File: src/rtl/axil_reg_bridge.sv
`default_nettype none
// ============================================================================
// axil_reg_bridge : AXI4-lite slave to single-strobe CSR bus with ack timeout
// Revision 1.0
// ============================================================================
module axil_reg_bridge #(
  parameter int DATA_WIDTH = 32,
  parameter int ADDR_WIDTH = 32,
  parameter int STRB_WIDTH = DATA_WIDTH / 8,
  parameter int TIMEOUT    = 16
) (
  input  logic                  clk,
  input  logic                  rst,
  input  logic [ADDR_WIDTH-1:0] s_axil_awaddr,
  input  logic [2:0]            s_axil_awprot,
  input  logic                  s_axil_awvalid,
  output logic                  s_axil_awready,
  input  logic [DATA_WIDTH-1:0] s_axil_wdata,
  input  logic [STRB_WIDTH-1:0] s_axil_wstrb,
  input  logic                  s_axil_wvalid,
  output logic                  s_axil_wready,
  output logic [1:0]            s_axil_bresp,
  output logic                  s_axil_bvalid,
  input  logic                  s_axil_bready,
  input  logic [ADDR_WIDTH-1:0] s_axil_araddr,
  input  logic [2:0]            s_axil_arprot,
  input  logic                  s_axil_arvalid,
  output logic                  s_axil_arready,
  output logic [DATA_WIDTH-1:0] s_axil_rdata,
  output logic [1:0]            s_axil_rresp,
  output logic                  s_axil_rvalid,
  input  logic                  s_axil_rready,
  output logic [ADDR_WIDTH-1:0] reg_addr,
  output logic [DATA_WIDTH-1:0] reg_wr_data,
  output logic [STRB_WIDTH-1:0] reg_wr_strb,
  output logic                  reg_wr_en,
  output logic                  reg_rd_en,
  input  logic [DATA_WIDTH-1:0] reg_rd_data,
  input  logic                  reg_ack
);

  localparam int                c_CNT_W    = (TIMEOUT > 0) ? $clog2(TIMEOUT + 1) : 1;
  localparam logic [c_CNT_W-1:0] c_TMO_LAST = c_CNT_W'((TIMEOUT > 0) ? TIMEOUT - 1 : 0);
  localparam logic [1:0]        c_OKAY     = 2'b00;
  localparam logic [1:0]        c_SLVERR   = 2'b10;

  typedef enum logic [2:0] {
    S_IDLE    = 3'd0,
    S_WR_WAIT = 3'd1,
    S_RD_WAIT = 3'd2,
    S_WR_RESP = 3'd3,
    S_RD_RESP = 3'd4
  } state_t;

  state_t                r_state;
  state_t                w_next;
  logic                  r_aw_held;
  logic                  r_w_held;
  logic                  r_prio_rd;
  logic [ADDR_WIDTH-1:0] r_aw_addr;
  logic [DATA_WIDTH-1:0] r_w_data;
  logic [STRB_WIDTH-1:0] r_w_strb;
  logic [c_CNT_W-1:0]    r_cnt;
  logic [1:0]            r_bresp;
  logic [1:0]            r_rresp;
  logic [DATA_WIDTH-1:0] r_rdata;
  logic [ADDR_WIDTH-1:0] r_reg_addr;
  logic [DATA_WIDTH-1:0] r_reg_wr_data;
  logic [STRB_WIDTH-1:0] r_reg_wr_strb;
  logic                  r_reg_wr_en;
  logic                  r_reg_rd_en;

  logic w_awready;
  logic w_wready;
  logic w_arready;
  logic w_contend;
  logic w_aw_hs;
  logic w_w_hs;
  logic w_ar_hs;
  logic w_start_wr;
  logic w_tmo;
  logic w_unused;

  assign w_unused = ^{s_axil_awprot, s_axil_arprot};

  // Contention only matters before either side has started a handshake.
  assign w_contend = s_axil_arvalid && (s_axil_awvalid || s_axil_wvalid) && !r_aw_held && !r_w_held;

  always_comb begin
    w_awready = 1'b0;
    w_wready  = 1'b0;
    w_arready = 1'b0;
    if (r_state == S_IDLE && !rst) begin
      w_awready = !r_aw_held && !(w_contend && r_prio_rd);
      w_wready  = !r_w_held && !(w_contend && r_prio_rd);
      w_arready = !r_aw_held && !r_w_held && !(w_contend && !r_prio_rd);
    end
  end

  assign w_aw_hs    = s_axil_awvalid && w_awready;
  assign w_w_hs     = s_axil_wvalid && w_wready;
  assign w_ar_hs    = s_axil_arvalid && w_arready;
  assign w_start_wr = (r_state == S_IDLE) && (r_aw_held || w_aw_hs) && (r_w_held || w_w_hs);

  generate
    if (TIMEOUT > 0) begin : g_tmo
      assign w_tmo = (r_cnt == c_TMO_LAST);
    end else begin : g_no_tmo
      assign w_tmo = 1'b0;
    end
  endgenerate

  always_comb begin
    w_next = r_state;
    case (r_state)
      S_IDLE: begin
        if (w_ar_hs) begin
          w_next = S_RD_WAIT;
        end else if (w_start_wr) begin
          w_next = S_WR_WAIT;
        end
      end
      S_WR_WAIT: if (reg_ack || w_tmo) w_next = S_WR_RESP;
      S_RD_WAIT: if (reg_ack || w_tmo) w_next = S_RD_RESP;
      S_WR_RESP: if (s_axil_bready) w_next = S_IDLE;
      S_RD_RESP: if (s_axil_rready) w_next = S_IDLE;
      default:   w_next = S_IDLE;
    endcase
  end

  always_ff @(posedge clk) begin
    if (rst) begin
      r_state <= S_IDLE;
    end else begin
      r_state <= w_next;
    end
  end

  always_ff @(posedge clk) begin
    if (rst) begin
      r_aw_held     <= 1'b0;
      r_w_held      <= 1'b0;
      r_prio_rd     <= 1'b1;
      r_aw_addr     <= '0;
      r_w_data      <= '0;
      r_w_strb      <= '0;
      r_cnt         <= '0;
      r_bresp       <= c_OKAY;
      r_rresp       <= c_OKAY;
      r_rdata       <= '0;
      r_reg_addr    <= '0;
      r_reg_wr_data <= '0;
      r_reg_wr_strb <= '0;
      r_reg_wr_en   <= 1'b0;
      r_reg_rd_en   <= 1'b0;
    end else begin
      r_reg_wr_en <= w_start_wr;
      r_reg_rd_en <= w_ar_hs;

      if (w_aw_hs) begin
        r_aw_held <= 1'b1;
        r_aw_addr <= s_axil_awaddr;
      end
      if (w_w_hs) begin
        r_w_held <= 1'b1;
        r_w_data <= s_axil_wdata;
        r_w_strb <= s_axil_wstrb;
      end

      // Each grant hands priority to the other direction.
      if (w_start_wr) begin
        r_aw_held     <= 1'b0;
        r_w_held      <= 1'b0;
        r_prio_rd     <= 1'b1;
        r_cnt         <= '0;
        r_reg_addr    <= r_aw_held ? r_aw_addr : s_axil_awaddr;
        r_reg_wr_data <= r_w_held ? r_w_data : s_axil_wdata;
        r_reg_wr_strb <= r_w_held ? r_w_strb : s_axil_wstrb;
      end else if (w_ar_hs) begin
        r_prio_rd  <= 1'b0;
        r_cnt      <= '0;
        r_reg_addr <= s_axil_araddr;
      end

      if (r_state == S_WR_WAIT || r_state == S_RD_WAIT) begin
        r_cnt <= r_cnt + c_CNT_W'(1);
      end

      if (r_state == S_WR_WAIT) begin
        if (reg_ack) begin
          r_bresp <= c_OKAY;
        end else if (w_tmo) begin
          r_bresp <= c_SLVERR;
        end
      end

      if (r_state == S_RD_WAIT) begin
        if (reg_ack) begin
          r_rresp <= c_OKAY;
          r_rdata <= reg_rd_data;
        end else if (w_tmo) begin
          r_rresp <= c_SLVERR;
          r_rdata <= '0;
        end
      end
    end
  end

  assign s_axil_awready = w_awready;
  assign s_axil_wready  = w_wready;
  assign s_axil_arready = w_arready;
  assign s_axil_bvalid  = (r_state == S_WR_RESP);
  assign s_axil_bresp   = r_bresp;
  assign s_axil_rvalid  = (r_state == S_RD_RESP);
  assign s_axil_rresp   = r_rresp;
  assign s_axil_rdata   = r_rdata;
  assign reg_addr       = r_reg_addr;
  assign reg_wr_data    = r_reg_wr_data;
  assign reg_wr_strb    = r_reg_wr_strb;
  assign reg_wr_en      = r_reg_wr_en;
  assign reg_rd_en      = r_reg_rd_en;

endmodule
`default_nettype wire

File: config.mk
export PLATFORM = sky130hd
export DESIGN_NAME = axil_reg_bridge
export DESIGN_NICKNAME = d
export VERILOG_FILES = /design/src/rtl/axil_reg_bridge.sv
export SDC_FILE = /design/constraint.sdc
export NUM_CORES = 1
export LEC_CHECK = 0
export CAP_MARGIN = 20
export CORE_MARGIN = 5
export CORE_UTILIZATION = 25
export CTS_CLUSTER_DIAMETER = 100
export CTS_CLUSTER_SIZE = 25
export DETAILED_ROUTE_END_ITERATION = 7
export PLACE_DENSITY = 0.58
export SLEW_MARGIN = 25
export SYNTH_ARGS = -nofsm -noshare
export SYNTH_HDL_FRONTEND = slang
export SYNTH_SLANG_ARGS = --single-unit
File: constraint.sdc
create_clock -name clk -period 2.59 [get_ports clk]
set_input_delay 0.777 -clock clk [delete_from_list [all_inputs] [get_ports clk]]
set_output_delay 0.777 -clock clk [all_outputs]
set_load 0.01 [all_outputs]
==> impl_metrics.tcl <==
set metrics [dict create \
    drtAntennaViolNets 0 \
    internal_power_mw 5.61 \
    synthCells 854 \
    die_area_um2 34500 \
    grt_pass1_wl_mm 38.2 \
    hold-path-cell-count 2 \
    swShare_pct 31.7 \
    grt.overflow.total 0 \
    drt-total-wl_mm 24.7 \
    ys_seq_elements 183 \
    die_h_um 186 \
    path_cells "buf_6 -> or4_4 -> a2111oi_4 -> buf_2" \
    cp_slowest_cell "or4_4" \
    max_freq_ghz 0.387 \
    yosysUniqueCellTypes 48 \
    r2r_slack_ns 0.35 \
    finalHoldViolations 0 \
    hold_path.class "flip-flop to flip-flop" \
    ff2ff_path_depth 6 \
    ios 257 \
    hpwl_mm 16.5 \
    syn_area_per_cell_um2 9.04 \
    hold_path_end "r_aw_addr[9]" \
    fin_crit_sh_pct 99.7 \
    nNetsFinal 1223 \
    max-cap-violations 0 \
    syn_to_final_growth_pct 47.4 \
    tritoncts "done" \
    crit_family "simple AND/OR/NAND/NOR gates" \
    coreArea_um2 30500 \
    p_seq_share_pct 40.0 \
    htreeDepth 4 \
    insertion_delay_ns 0.42 \
    place_area_um2 10800 \
    diodes 0 \
    max_slew.worst_pin.slew_ns 0.816 \
    clk_path_buf_depth 2 \
    cts_sinks 183 \
    vias 6995 \
    cp-end-kind "primary output" \
    path_buf_inv 2 \
    hold_buffers 0 \
    drtPass1Iterations 4 \
    fin_crit_ns 2.58 \
    initial_utilization_pct 25.3 \
    rsz0062_at_grt "yes" \
    gp_congestion 0.761 \
    syn-cell-area_um2 7720 \
    cts_buffers 17 \
    antenna_found_initial 1 \
    slew_headroom_pct 45.6 \
    fin_ws_ns 0.00727 \
    finClkSkew_ns 0.00832 \
    clkSlewWorstSetupHoldPaths_ns 0.07 \
    cp_max_fo 4 \
    grt_usage_pct 13.9 \
    crit_required_ns 1.81 \
    crit_type "primary input to primary output" \
    ys.warnings.count 0 \
    power_frac_comb_pct 29.5 \
    viasPerCell 4.71 \
    hold_slack_ns 0.454 \
    drive_gt1_share_pct 11.6 \
    final_area_um2 11400 \
    p_clk_share_pct 30.5 \
    r2r_start "r_state[2]" \
    grt_max_degree 73 \
    place_worst_setup_slack_ns -0.794 \
    slew_violations 0 \
    cp-start-kind "primary input" \
    outcome "complete, no violations" \
    p_per_area_nw_per_um2 722 \
    setup_viol 0 \
    synth.yosys.seq_area_share_pct 47.5 \
    wl_per_cell_um 16.7 \
    root_buffer "clkbuf_16" \
    portBuffers 248 \
    netSwitchingPower_mw 2.61 \
    hp-start "r_aw_addr[9]" \
    rr_endpoint "reg_wr_strb[3]" \
    cpPeakStageDelay_ns 0.46 \
    die_w_um 186 \
    rows 64 \
    drc 0 \
    ir_drop_v 0.000379 \
    leakage_nw 4.06 \
    drt_iter0_drc 401 \
    grt_pass1_vias 6727 \
    worstPathArrival_ns 1.81 \
]
==> placed cells by master, fill, tap and decap left out, types with 3 or more instances in the layout <==
| cell | count |
|---|---|
| clkdlybuf4s50_1 | 239 |
| dfxtp_1 | 180 |
| a21oi_1 | 138 |
| nand2_1 | 137 |
| mux2i_1 | 100 |
| nor2_1 | 37 |
| a211oi_1 | 37 |
| a22oi_1 | 33 |
| a31o_2 | 33 |
| buf_4 | 24 |
| clkbuf_16 | 17 |
| buf_12 | 13 |
| nor3_1 | 11 |
| inv_1 | 5 |
| nand4b_1 | 5 |
| nor3b_1 | 4 |
| clkinv_4 | 4 |
| nand2b_1 | 3 |
| clkinvlp_4 | 3 |
| inv_6 | 3 |
| dlygate4sd2_1 | 3 |
| buf_2 | 3 |
| dfxtp_2 | 3 |
==> timing repair <==
item | CTS | global route
gates resized for setup | 28 | 2
pin swaps | 2 | 2
setup endpoints to repair | 5 | 1
buffers inserted | 0 | 0
==> worst min-delay path, stage by stage, from the launching register on <==
cell,delay (ns)
dfxtp_1,0.31
nand2_1,0.05
a21oi_1,0.05
==> stage by stage <==
step                power (mW)  TNS [ns]  std cells  util [%]
global route              8.70   -0.0414       1484      37.3
finish                    8.22         0       1484      37.3
detailed placement        5.81    -18.94       1453      35.5
global placement          5.79    -18.89       1453      35.5
floorplan                 4.63   -0.0265        855         -
CTS                       8.36   -0.0320       1485      37.3
==> power groups by stage <==
stage               clock network, mW  logic [mW]  registers, mW
floorplan                           0        1.22           3.41
global placement                    0        2.45           3.34
detailed placement                  0        2.47           3.34
CTS                              2.61        2.47           3.29
global route                     2.74        2.64           3.32
finish                           2.51        2.43           3.28
==> synthesized netlist by cell type, drive strengths merged <==
master,n,share of area (%)
buf,37,2.5
nor2,39,1.9
nand3,2,0.13
o32ai,2,0.23
a31o,34,3.9
o21ai,5,0.32
clkbuf,48,2.3
or4b,1,0.13
a2111oi,1,0.11
or2,1,0.081
mux2i,100,13
nand2b,3,0.24
a22oi,33,3.2
a21oi,138,8.9
nand3b,1,0.097
or4,2,0.19
ha,2,0.32
a31oi,2,0.16
o32a,1,0.13
a211oi,37,3.6
o21bai,1,0.097
and2,2,0.16
and4bb,1,0.16
a2bb2oi,1,0.11
nor4,2,0.36
dfxtp,183,47
o311a,1,0.13
nor4b,1,0.19
nor3,11,0.71
nor2b,1,0.081
nor3b,4,0.39
o31ai,2,0.37
nand2,137,6.7
a211o,1,0.11
a311oi,1,0.11
and3,2,0.16
nand4bb,1,0.15
xnor2,1,0.11
conb,1,0.049
nand4b,5,0.57
o41ai,1,0.11
inv,5,0.24
==> worst max-delay path by stage <==
stage | start | endpoint | slack, ns | depth (start not counted)
after floorplan | rst | s_axil_awready | -0.01 | 4
after global placement | s_axil_wvalid | s_axil_arready | -0.84 | 6
after detailed placement | s_axil_awvalid | s_axil_arready | -0.79 | 6
after CTS | r_state[2] | s_axil_arready | -0.03 | 3
after global routing | r_state[2] | s_axil_arready | -0.04 | 3
final | rst | s_axil_arready | 0.007 | 4
==> cells by family (layout without fill, tap and decap cells) <==
family | Yosys count | after routing | share of synthesized area [%]
AOI/OAI and AO/OA | 261 | 261 | 21.6
buffers and inverters | 90 | 323 | 5.09
muxes | 100 | 100 | 13.0
other | 1 | 2 | 0.0486
and+or+nand+nor | 216 | 216 | 12.4
DFF | 183 | 183 | 47.5
adders and majority gates | 2 | 2 | 0.324
xor gates and xnor gates | 1 | 1 | 0.113
==> flip-flops by register name (all words and copies together), names as in the netlist <==
signal	cells
r_aw_addr	32
r_aw_held	1
r_cnt	5
r_prio_rd	1
r_state	3
r_w_data	32
r_w_held	1
r_w_strb	4
reg_addr	32
reg_rd_en	1
reg_wr_data	32
reg_wr_en	1
reg_wr_strb	4
s_axil_bresp	1
s_axil_rdata	32
s_axil_rresp	1
==> layout make-up <==
cell class	instances	area, um2
Clock inverter	14	116
Sequential cell	183	3670
Inverter	5	18.8
Clock buffer	18	439
Multi-Input combinational cell	582	3730
Timing Repair Buffer	286	2910
Fill cell	3122	19100
Tap cell	396	495
==> per-layer routing <==
metal  GRT usage (%)  wire, um  vias to the layer above
met2            21.6     11500                      190
met3            4.16      1830                       14
li1                -         -                     3481
met5               0        13                        -
met1            19.1     11200                     3308
met4            2.97       186                        2
(Power assumes the default switching activity.)
